**config.mk**
```make
export PLATFORM = sky130hd
export DESIGN_NAME = nsdp_check_sequencer_flat
export DESIGN_NICKNAME = d
export VERILOG_FILES = /design/src/rtl/nsdp_check_sequencer_pkg.sv /design/src/rtl/nsdp_check_sequencer_if.sv /design/src/rtl/nsdp_activity_timer.sv /design/src/rtl/nsdp_check_sequencer.sv /design/src/flat_wrapper.sv
export SDC_FILE = /design/constraint.sdc
export NUM_CORES = 1
export LEC_CHECK = 0
export ABC_AREA = 1
export BUFFER_PORTS_ARGS = -buffer_cell sky130_fd_sc_hd__buf_4
export CELL_PAD_IN_SITES_DETAIL_PLACEMENT = 1
export CELL_PAD_IN_SITES_GLOBAL_PLACEMENT = 1
export CORE_AREA = 2 2 459 461
export CTS_CLUSTER_DIAMETER = 30
export CTS_CLUSTER_SIZE = 16
export DETAILED_ROUTE_END_ITERATION = 10
export DIE_AREA = 0 0 461 463
export MAX_ROUTING_LAYER = met4
export PLACE_DENSITY = 0.43
export SLEW_MARGIN = 20
export SYNTH_ARGS = -nofsm -noshare
export SYNTH_HDL_FRONTEND = slang
export SYNTH_HIERARCHICAL = 1
export SYNTH_SLANG_ARGS = --single-unit
export TNS_END_PERCENT = 100
```
**constraint.sdc**
```tcl
create_clock -name clk -period 21.5 [get_ports clk]
set_clock_uncertainty 0.1 [all_clocks]
set_input_delay 4.3 -clock clk [delete_from_list [all_inputs] [get_ports clk]]
set_output_delay 4.3 -clock clk [all_outputs]
set_load 0.005 [all_outputs]
```
**src/rtl/nsdp_check_sequencer_pkg.sv**
```systemverilog
// Shared types and widths for the NSDP checker run-control sequencer.
package nsdp_pkg;

  localparam int ERR_WIDTH      = 15;
  localparam int ERR_DATA_WIDTH = 512;
  localparam int CTR_WIDTH      = 64;

  // Run-control states; the numeric encoding is fixed so status decoders
  // outside this block can rely on it.
  typedef enum logic [1:0] {
    ST_IDLE  = 2'd0,
    ST_CLEAR = 2'd1,
    ST_RUN   = 2'd2,
    ST_HALT  = 2'd3
  } state_e;

  typedef logic [ERR_WIDTH-1:0]      err_code_t;
  typedef logic [ERR_DATA_WIDTH-1:0] err_data_t;
  typedef logic [CTR_WIDTH-1:0]      ctr_t;

  // A start command is honoured everywhere except during the single
  // CLEAR cycle, which always proceeds into RUN.
  function automatic logic start_accepted(state_e st, logic start);
    return start && (st != ST_CLEAR);
  endfunction

endpackage

```
**src/rtl/nsdp_check_sequencer_if.sv**
```systemverilog
// Command/event inputs and status outputs of the run-control sequencer.
// master = environment (reporter + checker datapath), slave = sequencer.
interface nsdp_check_sequencer_if;
  import nsdp_pkg::*;

  // Commands and checker datapath events
  logic      start;
  logic      stop;
  logic      pkt_done;
  logic      pkt_malformed;
  logic      err_valid;
  err_code_t err_code;
  err_data_t err_data;

  // Status towards the checker datapath and the AXI reporter
  logic      checker_enable;
  logic      checker_clear;
  logic      run_status;
  logic      eth_active;
  err_code_t error;
  err_data_t error_data;
  ctr_t      packets_rcvd;
  ctr_t      malformed_packets;

  modport master (
    output start, stop, pkt_done, pkt_malformed, err_valid, err_code, err_data,
    input  checker_enable, checker_clear, run_status, eth_active,
           error, error_data, packets_rcvd, malformed_packets
  );

  modport slave (
    input  start, stop, pkt_done, pkt_malformed, err_valid, err_code, err_data,
    output checker_enable, checker_clear, run_status, eth_active,
           error, error_data, packets_rcvd, malformed_packets
  );

endinterface

```
**src/rtl/nsdp_activity_timer.sv**
```systemverilog
// Ethernet activity tracker: eth_active stays high while packets keep
// arriving within ACTIVE_TIMEOUT cycles of each other.
module nsdp_activity_timer #(
  parameter int unsigned ACTIVE_TIMEOUT = 250000000,
  parameter int unsigned TO_WIDTH       = 32
) (
  input  logic clk,
  input  logic reset,
  input  logic pkt_done,
  output logic eth_active
);

  localparam logic [TO_WIDTH-1:0] LAST_COUNT = TO_WIDTH'(ACTIVE_TIMEOUT - 1);

  logic [TO_WIDTH-1:0] count_q, count_d;
  logic                active_q, active_d;

  // Next-state: a packet restarts the window, otherwise count until expiry.
  // NOTE: every variable gets its hold value first so no path leaves it
  // unassigned, which would infer a latch.
  always_comb begin
    count_d  = count_q;
    active_d = active_q;
    if (pkt_done) begin
      count_d  = '0;
      active_d = 1'b1;
    end else if (active_q) begin
      if (count_q == LAST_COUNT) begin
        count_d  = '0;
        active_d = 1'b0;
      end else begin
        count_d = count_q + TO_WIDTH'(1);
      end
    end
  end

  // Counter and flag registers.
  // NOTE: sequential state uses non-blocking assignments so all flops
  // update together from pre-edge values.
  always_ff @(posedge clk or posedge reset) begin
    if (reset) begin
      count_q  <= '0;
      active_q <= 1'b0;
    end else begin
      count_q  <= count_d;
      active_q <= active_d;
    end
  end

  assign eth_active = active_q;

endmodule

```
**src/rtl/nsdp_check_sequencer.sv**
```systemverilog
// Run-control sequencer for the NSDP packet checker: arms the datapath,
// counts good/malformed packets, latches the first error and halts.
module nsdp_check_sequencer
  import nsdp_pkg::*;
#(
  parameter int unsigned ACTIVE_TIMEOUT = 250000000,
  parameter int unsigned TO_WIDTH       = 32,
  parameter bit          HALT_ON_ERROR  = 1'b1
) (
  input  logic                 clk,
  input  logic                 reset,
  nsdp_check_sequencer_if.slave bus
);

  state_e    state_q, state_d;
  logic      checker_enable_q, checker_enable_d;
  logic      checker_clear_q, checker_clear_d;
  logic      run_status_q, run_status_d;
  err_code_t error_q, error_d;
  err_data_t error_data_q, error_data_d;
  ctr_t      packets_rcvd_q, packets_rcvd_d;
  ctr_t      malformed_packets_q, malformed_packets_d;
  logic      err_take;

  // Only the first non-empty error bitmap of a run is recorded.
  assign err_take = (state_q == ST_RUN) && bus.err_valid &&
                    (bus.err_code != '0) && (error_q == '0);

  // Next-state logic; start outranks stop, and error halts when enabled.
  always_comb begin
    state_d = state_q;
    unique case (state_q)
      ST_IDLE:  if (start_accepted(state_q, bus.start)) state_d = ST_CLEAR;
      ST_CLEAR: state_d = ST_RUN;
      ST_RUN: begin
        if (start_accepted(state_q, bus.start)) begin
          state_d = ST_CLEAR;
        end else if (bus.stop || (HALT_ON_ERROR && err_take)) begin
          state_d = ST_HALT;
        end
      end
      ST_HALT:  if (start_accepted(state_q, bus.start)) state_d = ST_CLEAR;
      default:  state_d = ST_IDLE;
    endcase
  end

  // Status outputs are decoded from the next state so they are registered
  // yet line up with the state they describe.
  always_comb begin
    checker_clear_d  = (state_d == ST_CLEAR);
    run_status_d     = (state_d == ST_RUN);
    checker_enable_d = (state_d == ST_RUN);
  end

  // Counters and first-error latch: zeroed on entry to CLEAR, updated in RUN.
  always_comb begin
    error_d             = error_q;
    error_data_d        = error_data_q;
    packets_rcvd_d      = packets_rcvd_q;
    malformed_packets_d = malformed_packets_q;
    if (state_d == ST_CLEAR) begin
      error_d             = '0;
      error_data_d        = '0;
      packets_rcvd_d      = '0;
      malformed_packets_d = '0;
    end else if (state_q == ST_RUN) begin
      if (bus.pkt_done) begin
        packets_rcvd_d = packets_rcvd_q + CTR_WIDTH'(1);
        if (bus.pkt_malformed) begin
          malformed_packets_d = malformed_packets_q + CTR_WIDTH'(1);
        end
      end
      if (err_take) begin
        error_d      = bus.err_code;
        error_data_d = bus.err_data;
      end
    end
  end

  // State and status registers.
  always_ff @(posedge clk or posedge reset) begin
    if (reset) begin
      state_q          <= ST_IDLE;
      checker_enable_q <= 1'b0;
      checker_clear_q  <= 1'b0;
      run_status_q     <= 1'b0;
    end else begin
      state_q          <= state_d;
      checker_enable_q <= checker_enable_d;
      checker_clear_q  <= checker_clear_d;
      run_status_q     <= run_status_d;
    end
  end

  // Counter and error registers.
  // NOTE: the 512-bit capture register is reset too; it is a visible
  // output that must read 0 after reset, not scratch storage.
  always_ff @(posedge clk or posedge reset) begin
    if (reset) begin
      error_q             <= '0;
      error_data_q        <= '0;
      packets_rcvd_q      <= '0;
      malformed_packets_q <= '0;
    end else begin
      error_q             <= error_d;
      error_data_q        <= error_data_d;
      packets_rcvd_q      <= packets_rcvd_d;
      malformed_packets_q <= malformed_packets_d;
    end
  end

  nsdp_activity_timer #(
    .ACTIVE_TIMEOUT (ACTIVE_TIMEOUT),
    .TO_WIDTH       (TO_WIDTH)
  ) u_activity_timer (
    .clk        (clk),
    .reset      (reset),
    .pkt_done   (bus.pkt_done),
    .eth_active (bus.eth_active)
  );

  assign bus.checker_enable    = checker_enable_q;
  assign bus.checker_clear     = checker_clear_q;
  assign bus.run_status        = run_status_q;
  assign bus.error             = error_q;
  assign bus.error_data        = error_data_q;
  assign bus.packets_rcvd      = packets_rcvd_q;
  assign bus.malformed_packets = malformed_packets_q;

endmodule

```
**src/flat_wrapper.sv**
```systemverilog
// flat-port wrapper written by rule: the top's interface ports become plain ports
module nsdp_check_sequencer_flat import nsdp_pkg::*;
#(
  parameter int unsigned ACTIVE_TIMEOUT = 250000000,
  parameter int unsigned TO_WIDTH       = 32,
  parameter bit          HALT_ON_ERROR  = 1'b1
)
  (clk, reset, bus_start, bus_stop, bus_pkt_done, bus_pkt_malformed, bus_err_valid, bus_err_code, bus_err_data, bus_checker_enable, bus_checker_clear, bus_run_status, bus_eth_active, bus_error, bus_error_data, bus_packets_rcvd, bus_malformed_packets);
  nsdp_check_sequencer_if bus_i ();
  input  logic clk;
  input  logic reset;
  input wire logic [$bits(bus_i.start)-1:0] bus_start;
  input wire logic [$bits(bus_i.stop)-1:0] bus_stop;
  input wire logic [$bits(bus_i.pkt_done)-1:0] bus_pkt_done;
  input wire logic [$bits(bus_i.pkt_malformed)-1:0] bus_pkt_malformed;
  input wire logic [$bits(bus_i.err_valid)-1:0] bus_err_valid;
  input wire logic [$bits(bus_i.err_code)-1:0] bus_err_code;
  input wire logic [$bits(bus_i.err_data)-1:0] bus_err_data;
  output wire logic [$bits(bus_i.checker_enable)-1:0] bus_checker_enable;
  output wire logic [$bits(bus_i.checker_clear)-1:0] bus_checker_clear;
  output wire logic [$bits(bus_i.run_status)-1:0] bus_run_status;
  output wire logic [$bits(bus_i.eth_active)-1:0] bus_eth_active;
  output wire logic [$bits(bus_i.error)-1:0] bus_error;
  output wire logic [$bits(bus_i.error_data)-1:0] bus_error_data;
  output wire logic [$bits(bus_i.packets_rcvd)-1:0] bus_packets_rcvd;
  output wire logic [$bits(bus_i.malformed_packets)-1:0] bus_malformed_packets;
  assign bus_i.start = bus_start;
  assign bus_i.stop = bus_stop;
  assign bus_i.pkt_done = bus_pkt_done;
  assign bus_i.pkt_malformed = bus_pkt_malformed;
  assign bus_i.err_valid = bus_err_valid;
  assign bus_i.err_code = bus_err_code;
  assign bus_i.err_data = bus_err_data;
  assign bus_checker_enable = bus_i.checker_enable;
  assign bus_checker_clear = bus_i.checker_clear;
  assign bus_run_status = bus_i.run_status;
  assign bus_eth_active = bus_i.eth_active;
  assign bus_error = bus_i.error;
  assign bus_error_data = bus_i.error_data;
  assign bus_packets_rcvd = bus_i.packets_rcvd;
  assign bus_malformed_packets = bus_i.malformed_packets;
  nsdp_check_sequencer #(.ACTIVE_TIMEOUT(ACTIVE_TIMEOUT), .TO_WIDTH(TO_WIDTH), .HALT_ON_ERROR(HALT_ON_ERROR)) u_core (.clk(clk), .reset(reset), .bus(bus_i));
endmodule
```
* After elaboration in Yosys (flattened, before gate mapping) *
Cells that the tools add are included.
Widths: inputs -> output; s select.

word-level totals
  flip-flop bits (word level) = 692
  output and inout bits = 659
  logic and storage cells = 59

operators by class
  add/subtract/negate cells = 3
  eq/ne operators = 7
  multiplexer cells = 23
  reductions and logical operators = 17

operators with widths
  cell                   number
  $mux 512               3
  $mux 64                7
  $add 64x1->64 const B  2
  $mux 32                3
  $mux 15                3
  $add 32x1->32 const B  1
  $eq 32x28->1 const B   1
  $logic_not 15->1       1
  $reduce_bool 15->1     1
  $reduce_bool 2->1      5
  $eq 2x2->1 const B     3
  $mux 2                 3
  $pmux 2 s3             1
  $eq 2x1->1 const B     2
  $logic_and 1x1->1      4
  $reduce_and 2->1       2
  $mux 1                 3
  $reduce_and 3->1       1
  $logic_not 2->1        1
  $ne 2x1->1 const B     1
  $reduce_or 2->1        1
  $logic_or 1x1->1       1

* Logic depth before layout (Yosys ltp) *
  depth in word-level cells = 11
  gate-level depth with buffers = 13

* Hierarchy *
The synthesis kept the hierarchy.

by module, submodules not included
  module                instances  cells an instance  area each (sq um)
  nsdp_check_sequencer  1          4997               34480.6
  nsdp_activity_timer   1          358                2318.5

* Worst setup path before layout *
No wires, ideal clock.

  path kind = input-to-reg
  start point = input bus_err_code[8]
  end point = register u_core.error_data_q[100] (netlist: u_core/bus.error_data[100])
  data arrival time = 5.363 ns
  slack = 15.925 ns
  cell stages on the path = 10
  cell sequence = nor2_1 > nand3_1 > nor2_1 > nand2_1 > nand3_2 > clkbuf_1 > clkbuf_1 > o21ai_0 > nand2_1 > inv_1

between the ends
  cells in the longest elaborated chain, start to end = 10

ends and longest elaborated chain
  element                             RTL line                     RTL
  from (decl)                         flat_wrapper.sv:17           input wire logic [$bits(bus_i.err_code)-1:0] bus_err_code;
  $reduce_bool 15->1 (*)              nsdp_check_sequencer.sv:27   (bus.err_code != '0) && (error_q == '0);
  $logic_and 1x1->1 (*)               nsdp_check_sequencer.sv:26   assign err_take = (state_q == ST_RUN) && bus.err_valid &&
  $logic_and 1x1->1 (*)               nsdp_check_sequencer.sv:27
  $logic_or 1x1->1                    nsdp_check_sequencer.sv:38   end else if (bus.stop || (HALT_ON_ERROR && err_take)) begin
  $mux 2                              nsdp_check_sequencer.sv:38
  $mux 2                              nsdp_check_sequencer.sv:36   if (start_accepted(state_q, bus.start)) begin
  $pmux 2 s3                          nsdp_check_sequencer.sv:32   unique case (state_q)
  $eq 2x1->1                          nsdp_check_sequencer.sv:61   if (state_d == ST_CLEAR) begin
  $reduce_bool 2->1 (no source line)  n/a
  $reduce_and 2->1 (no source line)   n/a
  to (signal assigned)                nsdp_check_sequencer.sv:106  error_data_q <= error_data_d;
  to (decl)                           nsdp_check_sequencer.sv:20   err_data_t error_data_q, error_data_d;

Every way passes the cells marked *; elsewhere a longest branch is shown, timed or not.
A chain may end at the register's enable or synchronous reset.

* Worst setup path after layout *
  start point = input bus_err_code[9]
  end point = register u_core.error_data_q[378] (netlist: u_core/bus.error_data[378])

The elaborated chain is that of the path after synthesis.

==> flow_metrics.tcl <==
set metrics [dict create \
    root_buffer "clkbuf_16" \
    drtAntennaViolNets 0 \
    tns_ps 0 \
    htreeDepth 5 \
    n_fill_cell 25260 \
    synthTopCellsByArea "dfrtp_1 47%, nand2_1 17%, inv_1 13%" \
    rsz0062_at_grt "false" \
    p_comb_share_pct 34.0 \
    whs_ps 405.9 \
    cts_buffers 303 \
    vias 38360 \
    setup_viol 0 \
    place_congestion 0.8581 \
    hold_viol 0 \
    synthArstFlopShare_pct 100.0 \
    grt_overflow 0 \
    slowest_delay_ps 840 \
    crit_path_frequent_cell "buf_4" \
    ys_warn_count 6 \
    tightestPinTransition_ps 1131 \
    power_density_nw_per_um2 159.8 \
    clkTransAtPathRegs_ps 40 \
    wl_met1_microns 84100 \
    maxSlewViolCount 0 \
    leakage_nw 33.34 \
    ys_types 37 \
    dr.first_iter.drc_count 1749 \
    finalNetCount 7202 \
    slew-limit-headroom_pct 24.61 \
    p_total_mw 9.267 \
    avgSynthCellArea_sq_um 6.872 \
    antenna_found_initial 61 \
    cts_max_path_buffers 4 \
    final_core_util_pct 27.80 \
    synthesis.nets 5894 \
    syn2layout_area_growth_pct 57.55 \
    port_buffers 1192 \
    dr.pass1.iters 5 \
    cts.sinks 692 \
    grt_pass1_wl_microns 306600 \
    path_class "input pin to flop" \
    post_cts_buffers 0 \
    fmax_ghz 0.1079 \
    worst_slack_ps 12230 \
    p_seq_share_pct 23.7 \
    die_area_sq_um 213400 \
    switchingPower_mw 3.417 \
    dr_wl_met2_microns 111000 \
    swShare_pct 36.88 \
    synth_flop_cell "dfrtp_1" \
    startpoint_type "input pin" \
    drive_above_1_share_pct 25.06 \
    dr.max_layer_used "met4" \
    max-vdd-ir-drop_mv 0.09051 \
    cp.arrival_ps 9980 \
    post-route-min-period_ps 9269 \
    final_area_sq_um 57980 \
    drc_errors 0 \
    maxCapViolCount 0 \
    synth_top_area_share_pct 47.06 \
    placedInstanceArea_sq_um 48510 \
    syn_inst 5355 \
    cp_cell_sequence "buf_4 > nor2_1 > nand3_1 > nor2_1 > nand2_1 > nand3_4 > nand2_1 > nand3_4 > buf_4 > buf_4 > buf_4 > buf_12 > nand2_1 > inv_1" \
    postCtsResizedCells 0 \
    mostFrequentLayoutCell "nand2_1" \
    num_rows 168 \
    routedWlPerCell_microns 22.34 \
    dpl.hpwl_microns 170800 \
    core_sq_um 208500 \
    cts_hold_buf 0 \
    ys_ff_latch 692 \
    synth.cell_area_sq_um 36800 \
    dieHeight_microns 463 \
    required_ps 22210 \
    outcome "finished, final reports clean" \
    synth_largest_area_cell "dfrtp_1" \
    synth_seq_area_share_pct 47.06 \
    grt_pass1_vias 40480 \
    grt_max_degree 209 \
    final_cells 9716 \
    pin_count 1193 \
    min_path_cells 2 \
    cp-end-kind "flop" \
    clk_latency_ps 890 \
    p_int_mw 5.850 \
    drt-total-wl_microns 217100 \
    avgViaCountPerCell 3.948 \
    hold_class "flop to flop" \
    crit_fanout 178 \
    cpMaxStageDelayCell "buf_4" \
    cts_tree "yes" \
    start_util_pct 17.65 \
    wl_met3_microns 15300 \
    die_x_microns 461 \
    dp.cells 9163 \
    final.period_utilization_pct 43.11 \
    dp_slack_ps 11230 \
    ff2ff_path_depth 14 \
    p_clk_share_pct 42.3 \
    final_cell_mix "1697 x nand2_1, 1309 x inv_1, 1219 x buf_4" \
    synth-edff-count 0 \
    grt_usage_pct 20.64 \
]
==> power by group through the flow <==
stage	registers [mW]	clock network [mW]	logic [mW]
2_1_floorplan	2.15	0	1.46
3_3_place_gp	2.20	0	3.20
3_5_place_dp	2.21	0	3.24
4_1_cts	2.21	4.01	3.25
5_1_grt	2.27	4.10	3.53
6_report	2.20	3.92	3.15
==> worst max-delay path, delay by kind of cell <==
kind | cells | cell delay [ps]
simple gates | 8 | 1920
buf+inv | 6 | 3210
==> path summary, 6_finish.rpt <==
kind | end | from | slack, ps
max in group asynchronous | u_core/bus.error_data[111]$_DFFE_PP0P_ | reset | 14920
setup / recovery | u_core/bus.error_data[378]$_DFFE_PP0P_ | bus_err_code[9] | 12230
hold reg to reg | u_core/u_activity_timer/count_q[31]$_DFFE_PP0P_ | u_core/u_activity_timer/count_q[31]$_DFFE_PP0P_ | 410
min in group asynchronous | u_core/bus.packets_rcvd[19]$_DFFE_PP0P_ | reset | 3410
hold / removal | u_core/u_activity_timer/count_q[31]$_DFFE_PP0P_ | u_core/u_activity_timer/count_q[31]$_DFFE_PP0P_ | 410
setup reg to reg | u_core/bus.error_data[378]$_DFFE_PP0P_ | u_core/bus.error[10]$_DFFE_PP0P_ | 15890
==> layout make-up <==
cell class	count	area, sq um	area share, %
Tap cell	2805	3510	6.053
Clock inverter	44	302.8	0.5223
Clock buffer	469	9062	15.63
Antenna cell	40	100.1	0.1726
Sequential cell	692	17320	29.87
Multi-Input combinational cell	3126	13500	23.28
Inverter	1316	4943	8.527
Timing Repair Buffer	1224	9243	15.94
==> logic make-up after synthesis <==
kind of cell / after synthesis / synth area share (%)
DFF: 692 / 47.06
xor gates and xnor gates: 26 / 0.6188
and+or+nand+nor: 2512 / 27.69
adders and majority gates: 5 / 0.1700
AOI/OAI and AO/OA: 583 / 8.136
buffers and inverters: 1537 / 16.33
==> Yosys cell counts, types with 15 or more instances <==
| cell | instances |
|---|---|
| nand2_1 | 1698 |
| inv_1 | 1311 |
| dfrtp_1 | 692 |
| nor2_1 | 414 |
| o21ai_0 | 386 |
| nand3_1 | 247 |
| o21ai_1 | 159 |
| buf_2 | 153 |
| nand4_1 | 52 |
| clkbuf_1 | 50 |
| nor3_1 | 35 |
| xor2_1 | 18 |
| nor2_2 | 15 |
==> flip-flops by register name (all words and copies together) (netlist names) <==
name and count:
u_core/bus.malformed_packets 64, u_core/u_activity_timer/eth_active 1, u_core/bus.packets_rcvd 64, u_core/bus.checker_clear 1, u_core/bus.error_data 512, u_core/bus.error 15, u_core/state_q 2, u_core/u_activity_timer/count_q 32
u_core/bus.run_status 1
==> metal layers <==
| layer | vias up | global-route usage [%] |
|---|---|---|
| li1 | 18560 | - |
| met1 | 18380 | 22.08 |
| met2 | 1069 | 35.99 |
| met3 | 360 | 6.560 |
| met4 | 0 | 6.473 |
| met5 | - | - |
(Power assumes the default switching activity.)
